**config.mk**
```make
export PLATFORM = sky130hd
export DESIGN_NAME = ai_tank_scheduler
export DESIGN_NICKNAME = d
export VERILOG_FILES = /design/src/rtl/ai_tank_scheduler.sv
export SDC_FILE = /design/constraint.sdc
export NUM_CORES = 1
export LEC_CHECK = 0
export ABC_AREA = 1
export BUFFER_PORTS_ARGS = -buffer_cell sky130_fd_sc_hd__buf_2
export CORE_MARGIN = 2
export CORE_UTILIZATION = 48
export CTS_CLUSTER_SIZE = 16
export DETAILED_ROUTE_END_ITERATION = 16
export PLACE_DENSITY = 0.66
export SETUP_SLACK_MARGIN = 0.5
export SYNTH_ARGS = -nofsm -noshare
export SYNTH_HDL_FRONTEND = slang
export SYNTH_SLANG_ARGS = --single-unit
```
**constraint.sdc**
```tcl
create_clock -name Clk -period 3.1 [get_ports Clk]
set_input_delay 0.62 -clock Clk [delete_from_list [all_inputs] [get_ports Clk]]
set_output_delay 0.62 -clock Clk [all_outputs]
set_load 0.05 [all_outputs]
```
**src/rtl/ai_tank_scheduler.sv**
```systemverilog
// ai_tank_scheduler
//   Enemy AI controller for N_TANKS tanks. A 16-bit Galois LFSR supplies
//   random draws. At the end of every decision period each tank in turn
//   gets a weighted random direction, a move flag and a fire flag. Fire is
//   limited by a per-tank cooldown. A tank that is moving while its
//   blocked line is high is flagged pending. On an idle cycle with no
//   period tick, the lowest pending tank gets a new direction, which is
//   forced to differ from its current direction.
//
// Ports
//   Clk          in   1          system clock
//   Reset_h      in   1          synchronous active-high reset
//   enable       in   1          1 = scheduling runs, 0 = freeze counter/commands
//   period       in   CNT_W      decision interval in cycles minus 1
//   blocked      in   N_TANKS    tank i hit an obstacle (level)
//   ai_ctrl      out  4*N_TANKS  tank i command at [4i+3:4i] = {fire,move,dir[1:0]}
//   decide_pulse out  1          one-cycle strobe when a full round completes
module ai_tank_scheduler #(
  parameter int          N_TANKS = 4,
  parameter int          CNT_W   = 32,
  parameter logic [15:0] SEED    = 16'hACE1,
  parameter int          W_S     = 11,
  parameter int          W_A     = 7,
  parameter int          W_D     = 7,
  parameter int          FIRE_CD = 3
) (
  input  logic                 Clk,
  input  logic                 Reset_h,
  input  logic                 enable,
  input  logic [CNT_W-1:0]     period,
  input  logic [N_TANKS-1:0]   blocked,
  output logic [4*N_TANKS-1:0] ai_ctrl,
  output logic                 decide_pulse
);

  localparam int IDX_W = (N_TANKS > 1) ? $clog2(N_TANKS) : 1;

  localparam logic [1:0] ST_IDLE   = 2'd0;
  localparam logic [1:0] ST_ROUND  = 2'd1;
  localparam logic [1:0] ST_REROLL = 2'd2;

  // Cumulative thresholds for the 5-bit direction draw (S, A, D, then W).
  localparam logic [5:0] TH_S = 6'(W_S);
  localparam logic [5:0] TH_A = 6'(W_S + W_A);
  localparam logic [5:0] TH_D = 6'(W_S + W_A + W_D);

  function automatic logic [15:0] lfsr_step(input logic [15:0] v);
    // Right-shifting Galois form of x^16+x^14+x^13+x^11+1.
    return {1'b0, v[15:1]} ^ (v[0] ? 16'hB400 : 16'h0000);
  endfunction

  function automatic logic [1:0] dir_map(input logic [4:0] r);
    logic [5:0] rr;
    rr = {1'b0, r};
    if (rr < TH_S)      return 2'b10;
    else if (rr < TH_A) return 2'b01;
    else if (rr < TH_D) return 2'b00;
    else                return 2'b11;
  endfunction

  function automatic logic [IDX_W-1:0] lowest_set(input logic [N_TANKS-1:0] v);
    logic [IDX_W-1:0] idx;
    idx = '0;
    for (int i = N_TANKS - 1; i >= 0; i--) begin
      if (v[i]) idx = IDX_W'(i);
    end
    return idx;
  endfunction

  logic [15:0]          lfsr_q, lfsr_d;
  logic [CNT_W-1:0]     cnt_q, cnt_d;
  logic [1:0]           state_q, state_d;
  logic [IDX_W-1:0]     idx_q, idx_d;
  logic [4*N_TANKS-1:0] ctrl_q, ctrl_d;
  logic [3:0]           cd_q [N_TANKS];
  logic [3:0]           cd_d [N_TANKS];
  logic [N_TANKS-1:0]   pend_q, pend_d;
  logic                 pulse_q, pulse_d;

  logic [1:0]         draw_dir;
  logic               draw_move;
  logic               draw_fire;
  logic [N_TANKS-1:0] move_bits;
  logic [N_TANKS-1:0] pend_set;
  logic [N_TANKS-1:0] pend_clr;
  logic               wr_en;
  logic [IDX_W-1:0]   wr_idx;
  logic [1:0]         wr_dir;
  logic               wr_move;
  logic [1:0]         cur_dir;
  logic [3:0]         cd_cur;
  logic               fire;

  assign draw_dir  = dir_map(lfsr_q[4:0]);
  assign draw_move = lfsr_q[5] | lfsr_q[6];
  assign draw_fire = lfsr_q[7];

  always_comb begin
    lfsr_d   = lfsr_step(lfsr_q);
    cnt_d    = cnt_q;
    state_d  = state_q;
    idx_d    = idx_q;
    ctrl_d   = ctrl_q;
    cd_d     = cd_q;
    pulse_d  = 1'b0;
    wr_en    = 1'b0;
    wr_idx   = '0;
    wr_dir   = draw_dir;
    wr_move  = draw_move;
    cur_dir  = 2'b00;
    cd_cur   = 4'd0;
    fire     = 1'b0;
    pend_clr = '0;

    move_bits = '0;
    for (int i = 0; i < N_TANKS; i++) begin
      move_bits[i] = ctrl_q[4*i+2];
    end
    pend_set = blocked & move_bits;

    case (state_q)
      ST_IDLE: begin
        // The counter only advances while idle and enabled; a tick beats
        // any pending obstacle re-roll.
        if (enable) begin
          if (cnt_q == period) begin
            cnt_d   = '0;
            state_d = ST_ROUND;
            idx_d   = '0;
          end else begin
            cnt_d = cnt_q + CNT_W'(1);
            if (|pend_q) state_d = ST_REROLL;
          end
        end
      end
      ST_ROUND: begin
        wr_en  = 1'b1;
        wr_idx = idx_q;
        if (idx_q == IDX_W'(N_TANKS - 1)) begin
          state_d = ST_IDLE;
          pulse_d = 1'b1;
        end else begin
          idx_d = idx_q + IDX_W'(1);
        end
      end
      ST_REROLL: begin
        wr_en   = 1'b1;
        wr_idx  = lowest_set(pend_q);
        cur_dir = ctrl_q[4*wr_idx +: 2];
        // A re-roll must turn the tank away from whatever it is facing.
        if (draw_dir == cur_dir) wr_dir = draw_dir ^ 2'b01;
        wr_move = 1'b1;
        state_d = ST_IDLE;
      end
      default: state_d = ST_IDLE;
    endcase

    if (wr_en) begin
      cd_cur = cd_q[wr_idx];
      fire   = draw_fire & (cd_cur == 4'd0);
      if (fire)                cd_d[wr_idx] = 4'(FIRE_CD);
      else if (cd_cur != 4'd0) cd_d[wr_idx] = cd_cur - 4'd1;
      ctrl_d[4*wr_idx +: 4] = {fire, wr_move, wr_dir};
      pend_clr[wr_idx]      = 1'b1;
    end

    // A write in the same cycle as a new blocked hit wins: the fresh
    // command supersedes the stale one that collided.
    pend_d = (pend_q | pend_set) & ~pend_clr;
  end

  always_ff @(posedge Clk) begin
    if (Reset_h) begin
      lfsr_q  <= SEED;
      cnt_q   <= '0;
      state_q <= ST_IDLE;
      idx_q   <= '0;
      ctrl_q  <= '0;
      pend_q  <= '0;
      pulse_q <= 1'b0;
      for (int i = 0; i < N_TANKS; i++) cd_q[i] <= 4'd0;
    end else begin
      lfsr_q  <= lfsr_d;
      cnt_q   <= cnt_d;
      state_q <= state_d;
      idx_q   <= idx_d;
      ctrl_q  <= ctrl_d;
      pend_q  <= pend_d;
      pulse_q <= pulse_d;
      for (int i = 0; i < N_TANKS; i++) cd_q[i] <= cd_d[i];
    end
  end

  assign ai_ctrl      = ctrl_q;
  assign decide_pulse = pulse_q;

endmodule

```
After elaboration in Yosys (flattened, before gate mapping)
Cells that the tools add are included.

cells by class
  $add $sub $neg = 4
  multipliers = 0
  div/mod/pow operators = 0
  magnitude comparators = 7
  equal/unequal tests = 10
  shifts and indexed selects = 3
  mux-type cells = 37
  bitwise operators = 13
  reductions and logical operators = 14

operator list
  operator                                                    number
  2-to-1 mux 16 bit                                           3
  negator 4 -> 34 bit                                         1
  variable shift 4 x 34 -> 16 bit, first input constant       1
  indexed part select 4 x 34 -> 16 bit                        1
  adder 32 x 1 -> 32 bit, second input constant               1
  bitwise mux 16 bit                                          2
  equality test 32 bit                                        1
  2-to-1 mux 32 bit                                           1
  2-to-1 mux 2 bit                                            15
  2-to-1 mux 4 bit                                            4
  indexed part select 16 x 5 -> 2 bit                         1
  XOR 15 x 16 -> 16 bit                                       1
  case mux 2 bit (2 select lines)                             3
  less-than comparator 5 bit, second input constant           2
  AND 4 bit                                                   2
  AND 8 bit                                                   1
  binary-select mux 4 bit (select 2 bit)                      1
  demux 4 bit (select 2 bit)                                  1
  inequality test 2 bit, second input constant                4
  inverter 8 bit                                              1
  bitwise OR 8 bit                                            1
  2-to-1 mux 1 bit                                            6
  less-than comparator 5 x 4 -> 1 bit, second input constant  1
  equality test 2 bit, second input constant                  2
  other kinds (26)                                            31

word-level totals
  register bits = 89
  bits in latches = 0
  memory bits (writable) = 0
  memory bits (read-only) = 0
  bits of input ports = 39
  output and inout bits = 17
  logic and storage cells = 99
  memories kept = 0

Depth between registers and ports, before layout
Gate-level depths: netlist of run 1.

  depth after elaboration = 14
  depth in mapped cells = 20
  depth with buffers taken out = 19

Least setup slack after synthesis of run 1
No wires, ideal clock.

  kind = register to register
  from = reg state_q[0]
  to = reg ctrl_q[0], in the netlist ai_ctrl[0]
  setup time = 70 ps
  arrival = 2206 ps
  data required time = 3030 ps
  slack = 824 ps
  stages on the path, launching flop included = 11
  buffers on the path = 2
  clock period less this slack = 2276 ps
  path through = dfxtp_1 -> inv_1 -> ha_1 -> buf_2 -> nand2_2 -> buf_6 -> ha_1 -> clkinv_1 -> nor4_1 -> nand2_1 -> a21oi_1

between the ends
  cells in the longest elaborated chain, start to end = 10
  elaborated cells between the ends (all ways) = 17
  classes of those cells = add/sub (1); eq/ne (2); shift (2); mux (8); bitwise (2); reduce/logical (2)

ends and longest elaborated chain
  element                                                              RTL line  RTL
  from (decl)                                                          72        logic [1:0] state_q, state_d;
  from (signal assigned)                                               185       state_q <= state_d;
  equality test 2 bit or equality test 2 x 1 -> 1 bit (tied branches)  121       case (state_q)
  case mux 2 bit (2 select lines)                                      121
  inverter 2 -> 3 bit (implied by the code)                            159       cd_cur = cd_q[wr_idx];
  binary-select mux 4 bit (select 2 bit)                               159
  2-to-1 mux 4 bit (implied by the code) (2 in a row)                  159
  logical NOT 4 bit                                                    160       fire = draw_fire & (cd_cur == 4'd0);
  AND 1 bit                                                            160
  indexed part select 4 x 34 -> 16 bit                                 163       ctrl_d[4*wr_idx +: 4] = {fire, wr_move, wr_dir};
  bitwise mux 16 bit                                                   163
  to (signal assigned)                                                 187       ctrl_q <= ctrl_d;
  to (decl)                                                            74        logic [4*N_TANKS-1:0] ctrl_q, ctrl_d;

Parallel ways exist; a longest one is shown, timed or not. The select of a mux whose other input is x is not followed.
A chain may end at the register's enable or synchronous reset.

Final worst setup path of run 1
  from = reg state_q[1]
  to = reg cd_q[14] (netlist name)

between the ends
  cells in the longest elaborated chain, start to end = 10
  elaborated cells between the ends (all ways) = 25
  classes of those cells = add/sub (1); order compare (2); eq/ne (2); mux (10); bitwise (4); reduce/logical (6)

ends and longest elaborated chain
  element                                                                      RTL line       RTL
  equality test 2 bit or equality test 2 x 1 -> 1 bit (tied branches)          121
  case mux 2 bit (2 select lines)                                              121
  inverter 2 -> 3 bit (implied by the code)                                    159, 161, 162
  binary-select mux 4 bit (select 2 bit) (tied with other cells)               159
  2-to-1 mux 4 bit (implied by the code) or logical AND 1 bit (tied branches)  159, 161, 162
  2-to-1 mux 4 bit, on equally long branches                                   159, 161, 162
  subtractor 4 x 1 -> 4 bit (tied with other cells)                            162            else if (cd_cur != 4'd0) cd_d[wr_idx] = cd_cur - 4'd1;
  bitwise mux 16 bit (tied with other cells)                                   162
  2-to-1 mux 16 bit (tied with other cells)                                    162
  2-to-1 mux 16 bit or AND reduction 2 bit (tied branches)                     n/a
  to (decl)                                                                    75             logic [3:0] cd_q [N_TANKS];

Parallel ways exist; a longest one is shown, timed or not. The select of a mux whose other input is x is not followed.

==> results.sh, run 1 <==
export IMPL_dieArea_um2=11040
export IMPL_tightestPinTransition_ps=462.0
export IMPL_regArea_um2=1782
export IMPL_fin_cells=880
export IMPL_clock_sinks=89
export IMPL_coreArea_um2=9864
export IMPL_drtPass1Iterations=5
export IMPL_fill_cells=965
export IMPL_synth_avg_cell_area_um2=7.169
export IMPL_drv_max_cap_violation_count=0
export IMPL_fp_dieH_um=105.1
export IMPL_grtUsageMet3_pct=4.304
export IMPL_drt_iter0_markers=260
export IMPL_fin_hold_ws_ps=416.7
export IMPL_synth_area_leader_cell="dfxtp_1"
export IMPL_synth_top_area_share_pct=36.34
export IMPL_gp_congestion=0.8979
export IMPL_status="completed"
export IMPL_clock_latency_ps=370
export IMPL_period_needed_ps=2409
export IMPL_post_drt_wl_per_cell_um=13.59
export IMPL_crit_path_end_kind="register"
export IMPL_rows=36
export IMPL_yosysUniqueCellTypes=43
export IMPL_hold_class="reg -> reg"
export IMPL_power_leakage_uw=0.002400
export IMPL_drive_gt1_share_pct=19.14
export IMPL_gr_usage_met1_pct=31.72
export IMPL_critPathRequiredTime_ps=3360
export IMPL_fmax_mhz=415.0
export IMPL_synth_area_um2=4903
export IMPL_ioPinCount=56
export IMPL_dpl_hpwl_um=9036
export IMPL_grt_overflow=0
export IMPL_drv_slew=0
export IMPL_synth_top_cells_by_count="143 x nand2_1, 89 x dfxtp_1, 80 x inv_1"
export IMPL_synthMuxAreaShare_pct=0
export IMPL_path_cells="inv_1 -> ha_1 -> nand2_1 -> nand2_4 -> nand2_8 -> nand2_1 -> nand3_1 -> nand2_1 -> inv_1 -> ha_1 -> inv_1 -> nor2_4 -> nand3_4 -> inv_2 -> nor2_2 -> nor2_1 -> nor2_1"
export IMPL_postSynthCellCount=684
export IMPL_yosys_warnings=0
export IMPL_clk_path_buf_depth=2
export IMPL_worstSetupPathType="reg -> reg"
export IMPL_clockRootBuffer="clkbuf_8"
export IMPL_min_period_over_period_pct=77.72
export IMPL_multiInputGateArea_um2=2806
export IMPL_h_tree_depth=3
export IMPL_grt_pass1_wl_um=19670
export IMPL_skew_ps=9.772
export IMPL_numCtsBuffers=9
export IMPL_tns_ps=0
export IMPL_synth_most_common_cell="nand2_1"
export IMPL_yosysSeqAreaShare_pct=36.34
export IMPL_drcViolationCount=0
export IMPL_hold_viol_final=0
export IMPL_grtUsageMet2_pct=33.16
export IMPL_portBuffers=55
export IMPL_synth_nets=738
export IMPL_dp_cells=857
export IMPL_slowest_stage="dfxtp_1"
export IMPL_slew_headroom_pct=68.87
export IMPL_rsz0062_at_grt="true"
export IMPL_power_density_nw_per_um2=393.7
export IMPL_grt_use_total_pct=21.95
export IMPL_synth_area_leaders="dfxtp_1 36%, nand2_1 11%, inv_1 6.1%, xnor2_1 5.9%, nor2_1 5.6%"
export IMPL_detail_route_vias_per_cell=5.164
export IMPL_synth_adder_area_share_pct=3.828
export IMPL_synth_seq_cells=89
export IMPL_top_usage_layer="met2"
export IMPL_synthFlopType="dfxtp_1"
export IMPL_grt_pass1_vias=4243
export IMPL_critPathArrivalTime_ps=2670
export IMPL_vias=4544
export IMPL_synth_edf_count=0
export IMPL_async_flop_share_pct=0
export IMPL_cts_hold_buf=0
export IMPL_routed_wl_um=11960
export IMPL_ant_nets=0
export IMPL_start_kind="register"
export IMPL_synth_top_family_by_area="simple AND/OR/NAND/NOR gates"
export IMPL_cts_tree="yes"
export IMPL_critPathMaxFanout=15
export IMPL_r2r_setup_slack_ps=690
export IMPL_yosys_area_share_simple_pct=33.45
export IMPL_setup_viol=0
export IMPL_yosys_area_share_xor_xnor_pct=8.216
export IMPL_diodes=0
export IMPL_initial_utilization_pct=49.71
export IMPL_grt_antenna_before_repair=0
export IMPL_clkTransAtPathRegs_ps=90
export IMPL_grt_max_degree=42
export IMPL_fin_nets=796
export IMPL_area_growth_syn_to_layout_pct=15.59
export IMPL_die_x_um=105.1
export IMPL_slowest_delay_ps=340
export IMPL_synth_compound_area_share_pct=9.467
export IMPL_peakVddDrop_mv=0.2875
## cell families (layout without fill, tap and decap cells)
logic type / Yosys count / after routing
buffers and inverters: 106 / 168
AO/OA/AOI/OAI: 86 / 86
AND/OR/NAND/NOR: 342 / 343
adder cells (fa/ha/maj): 15 / 15
flip-flops: 89 / 89
XOR/XNOR: 46 / 46
## through the flow
step	worst slack [ps]	power (uW)	utilization, %	instance area (um2)
final	690.6	2232	57.46	5668
after floorplan	823.6	1295	-	4903
after CTS	527.6	2251	56.11	5535
after global placement	504.8	1346	53.51	5279
after global routing	460.7	2318	57.46	5668
after detailed placement	347.8	1349	53.51	5279
## placed cells by master, fill, tap and decap left out, types with 2 or more instances in the layout
cell type,n
nand2_1,138
ha_2,2
o211ai_1,6
nor2_1,71
dfxtp_1,89
a211oi_1,2
nand3_2,2
clkbuf_8,10
nand3_1,29
nor3_2,2
nor4_1,4
nor3_4,3
inv_1,79
nand3_4,4
nor3_1,21
or2_2,9
nand4_1,22
nand2_2,12
nor2_4,3
bufinv_16,2
nor3b_1,2
o21ai_0,29
nor2_2,10
nand2_4,3
buf_2,55
buf_4,11
o21a_1,2
and2_0,2
a21oi_1,37
ha_1,12
xnor2_1,33
clkinvlp_4,4
o21ai_1,6
xor2_1,13
inv_2,5
## metal layers
metal | routed length (um) | vias to the layer above | part of all wire, %
li1 | - | 2315 | -
met1 | 5949 | 2108 | 50
met4 | 119 | 0 | 0.99
met3 | 646 | 12 | 5.4
met2 | 5247 | 109 | 44
met5 | 0 | - | 0
## registers in the layout, indices dropped and copies added (netlist names)
name / count
ai_ctrl: 16
lfsr_q: 16
decide_pulse: 1
cnt_q: 32
cd_q: 16
pend_q: 4
idx_q: 2
state_q: 2
## path summary, 6_finish.rpt
path	cells past startpoint	to	start
min	2	lfsr_q[8]	lfsr_q[9]
max	17	cd_q[14]	state_q[1]
min reg2reg	2	lfsr_q[8]	lfsr_q[9]
max reg2reg	17	cd_q[14]	state_q[1]
## worst max-delay path, delay by kind of cell (launching register included)
| family | cells | cell delay, ps |
|---|---|---|
| simple gates | 11 | 1190 |
| fa+ha+maj | 2 | 380 |
| flops | 1 | 340 |
| buf+inv | 4 | 380 |
## layout make-up
cell class | instances | share of cell area, %
Timing Repair Buffer | 66 | 6.313
Clock inverter | 6 | 1.611
Tap cell | 133 | 2.936
Sequential cell | 89 | 31.43
Clock buffer | 10 | 2.428
Inverter | 86 | 5.762
Multi-Input combinational cell | 490 | 49.51
## timing repair
| item | 4_1_cts | 5_1_grt |
|---|---|---|
| pin swaps | 0 | 3 |
| endpoints found under the setup margin | 24 | 25 |
| resized for setup | 5 | 20 |
| buffers inserted | 0 | 6 |
| endpoints found under the hold margin | 0 | 0 |
| cloned | 0 | 1 |
## report_power, final
part	leakage, uW	internal [uW]	total, uW	switching, uW
clock network	0.000105	477	904	427
registers	0.000722	1160	1170	12.4
logic	0.00157	64.8	155	90.5
total	0.00240	1700	2230	530
(Power assumes the default switching activity.)
==> inputs of run 2 (changes only) <==
clock period = 2.5 ns   (was 3.1 ns; I/O delays follow)
==> results.sh, run 2 (same netlist as run 1, synthesis figures left out) <==
export IMPL_status="completed"
export IMPL_area_growth_syn_to_layout_pct=36.39
export IMPL_drive_gt1_share_pct=36.15
export IMPL_fin_total_pwr_uw=2674
export IMPL_clockRootBuffer="clkbuf_8"
export IMPL_grt_use_total_pct=24.71
export IMPL_grt_pass1_vias=4675
export IMPL_clkTransAtPathRegs_ps=100
export IMPL_rows=36
export IMPL_drtPass1Iterations=4
export IMPL_portBuffers=55
export IMPL_clock_latency_ps=380
export IMPL_die_x_um=105.1
export IMPL_ant_nets=0
export IMPL_cts_tree="yes"
export IMPL_fmax_mhz=449.0
export IMPL_drcViolationCount=0
export IMPL_final_cell_mix="120 x nand2_1, 73 x dfxtp_1, 69 x inv_1"
export IMPL_critPathMaxFanout=6
export IMPL_largest_reg_flops=32
export IMPL_tightestPinTransition_ps=582.0
export IMPL_hold_viol_final=0
export IMPL_gp_congestion=0.8526
export IMPL_fp_dieH_um=105.1
export IMPL_grt_overflow=0
export IMPL_diodes=0
export IMPL_clk_path_buf_depth=2
export IMPL_numCtsBuffers=9
export IMPL_ioPinCount=56
export IMPL_vias=4907
export IMPL_rsz0062_at_grt="true"
export IMPL_power_density_nw_per_um2=399.9
export IMPL_skew_ps=12.94
export IMPL_peakVddDrop_mv=0.3293
export IMPL_drv_slew=0
export IMPL_min_period_over_period_pct=89.09
export IMPL_detail_route_vias_per_cell=5.171
export IMPL_setup_viol=0
export IMPL_cts_hold_buf=0
export IMPL_dp_cells=861
export IMPL_grt_max_degree=42
export IMPL_h_tree_depth=3
export IMPL_critPathRequiredTime_ps=2810
export IMPL_tns_ps=0
export IMPL_dpl_hpwl_um=9340
export IMPL_fill_cells=811
export IMPL_power_leakage_uw=0.002873
export IMPL_routed_wl_um=13770
export IMPL_slew_headroom_pct=60.90
export IMPL_drt_iter0_markers=260
export IMPL_dieArea_um2=11040
export IMPL_grt_antenna_before_repair=0
export IMPL_coreArea_um2=9864
export IMPL_critPathArrivalTime_ps=2530
export IMPL_drv_max_cap_violation_count=0
export IMPL_worstSetupPathType="reg -> reg"
export IMPL_post_drt_wl_per_cell_um=14.51
export IMPL_start_kind="register"
export IMPL_mostFrequentLayoutCell="nand2_1"
export IMPL_period_needed_ps=2227
export IMPL_clock_sinks=89
export IMPL_initial_utilization_pct=49.71
export IMPL_fin_cells=949
export IMPL_crit_path_end_kind="register"
export IMPL_max_flop_register="cnt_q"
export IMPL_fin_nets=865
export IMPL_hold_class="in -> reg"
export IMPL_grt_pass1_wl_um=21950
-- run 2: cell count changes in the layout (fill, tap and decap cells not counted), moves of 11 or more --
cell,delta
buf_4,+52
nand2_1,-18
dfxtp_1,-16
buf_6,+13
dfxtp_2,+11
-- run 2: metrics by stage --
step / area (um2) / utilization [%] / setup slack [ps] / hold WS, ps
3_3_place_gp: 5429 / 55.04 / 109.7 / 392.5
4_1_cts: 6240 / 63.25 / 314.5 / 398.4
6_report: 6688 / 67.80 / 272.8 / 408.2
5_1_grt: 6688 / 67.80 / 124.2 / 409.7
2_1_floorplan: 5034 / - / 447.5 / 388.3
3_5_place_dp: 5429 / 55.04 / 19.36 / 400.1
-- run 2: per-layer routing --
| layer | vias to the layer above | wire length, um | part of all wire [%] | global-route usage [%] |
|---|---|---|---|---|
| li1 | 2464 | - | - | - |
| met4 | 0 | 417 | 3.0 | 10.95 |
| met1 | 2273 | 5836 | 42 | 29.33 |
| met2 | 139 | 6938 | 50 | 44.06 |
| met5 | - | 0 | 0 | 0 |
| met3 | 31 | 575 | 4.2 | 3.493 |
-- run 2: final cells by class --
class / instances / area [um2] / share of cell area (%)
repair buffers: 134 / 949.7 / 14.20
flip-flops and latches: 89 / 1814 / 27.13
clock buffers: 9 / 123.9 / 1.852
clock inverters: 7 / 68.82 / 1.029
inverters: 86 / 355.3 / 5.313
multi-input cells: 491 / 3209 / 47.99
well taps: 133 / 166.4 / 2.488
-- run 2: repair_timing --
action	CTS	global route
setup endpoints to repair	54	58
cloned	0	2
buffers inserted	47	23
pin swaps	33	43
resized for setup	65	80
hold endpoints to repair	0	0
-- run 2: final timing paths --
kind | startpoint | end | slack, ps | depth (start not counted)
setup / recovery | state_q[1] | cd_q[2] | 270 | 14
hold / removal | blocked[0] | pend_q[0] | 410 | 3
setup reg to reg | state_q[1] | cd_q[2] | 270 | 14
hold reg to reg | lfsr_q[10] | lfsr_q[9] | 410 | 2
-- run 2: power by group --
group          switching [uW]  leakage [uW]  internal [uW]
Combinational             131       0.00204            105
Clock                     593     0.0000997            391
Sequential               18.0      0.000731           1440
Total                     743       0.00287           1930
-- run 2: worst max-delay path, cell delays in order, from the launching register on --
cell,delay (ps)
dfxtp_4,390
inv_4,50
ha_4,350
nand2_8,90
buf_4,140
nand2_2,40
nand2_1,40
nand2_1,70
nand2_2,80
buf_4,150
ha_1,200
xnor2_1,150
nor2_2,200
nor2_1,70
nor2_1,120
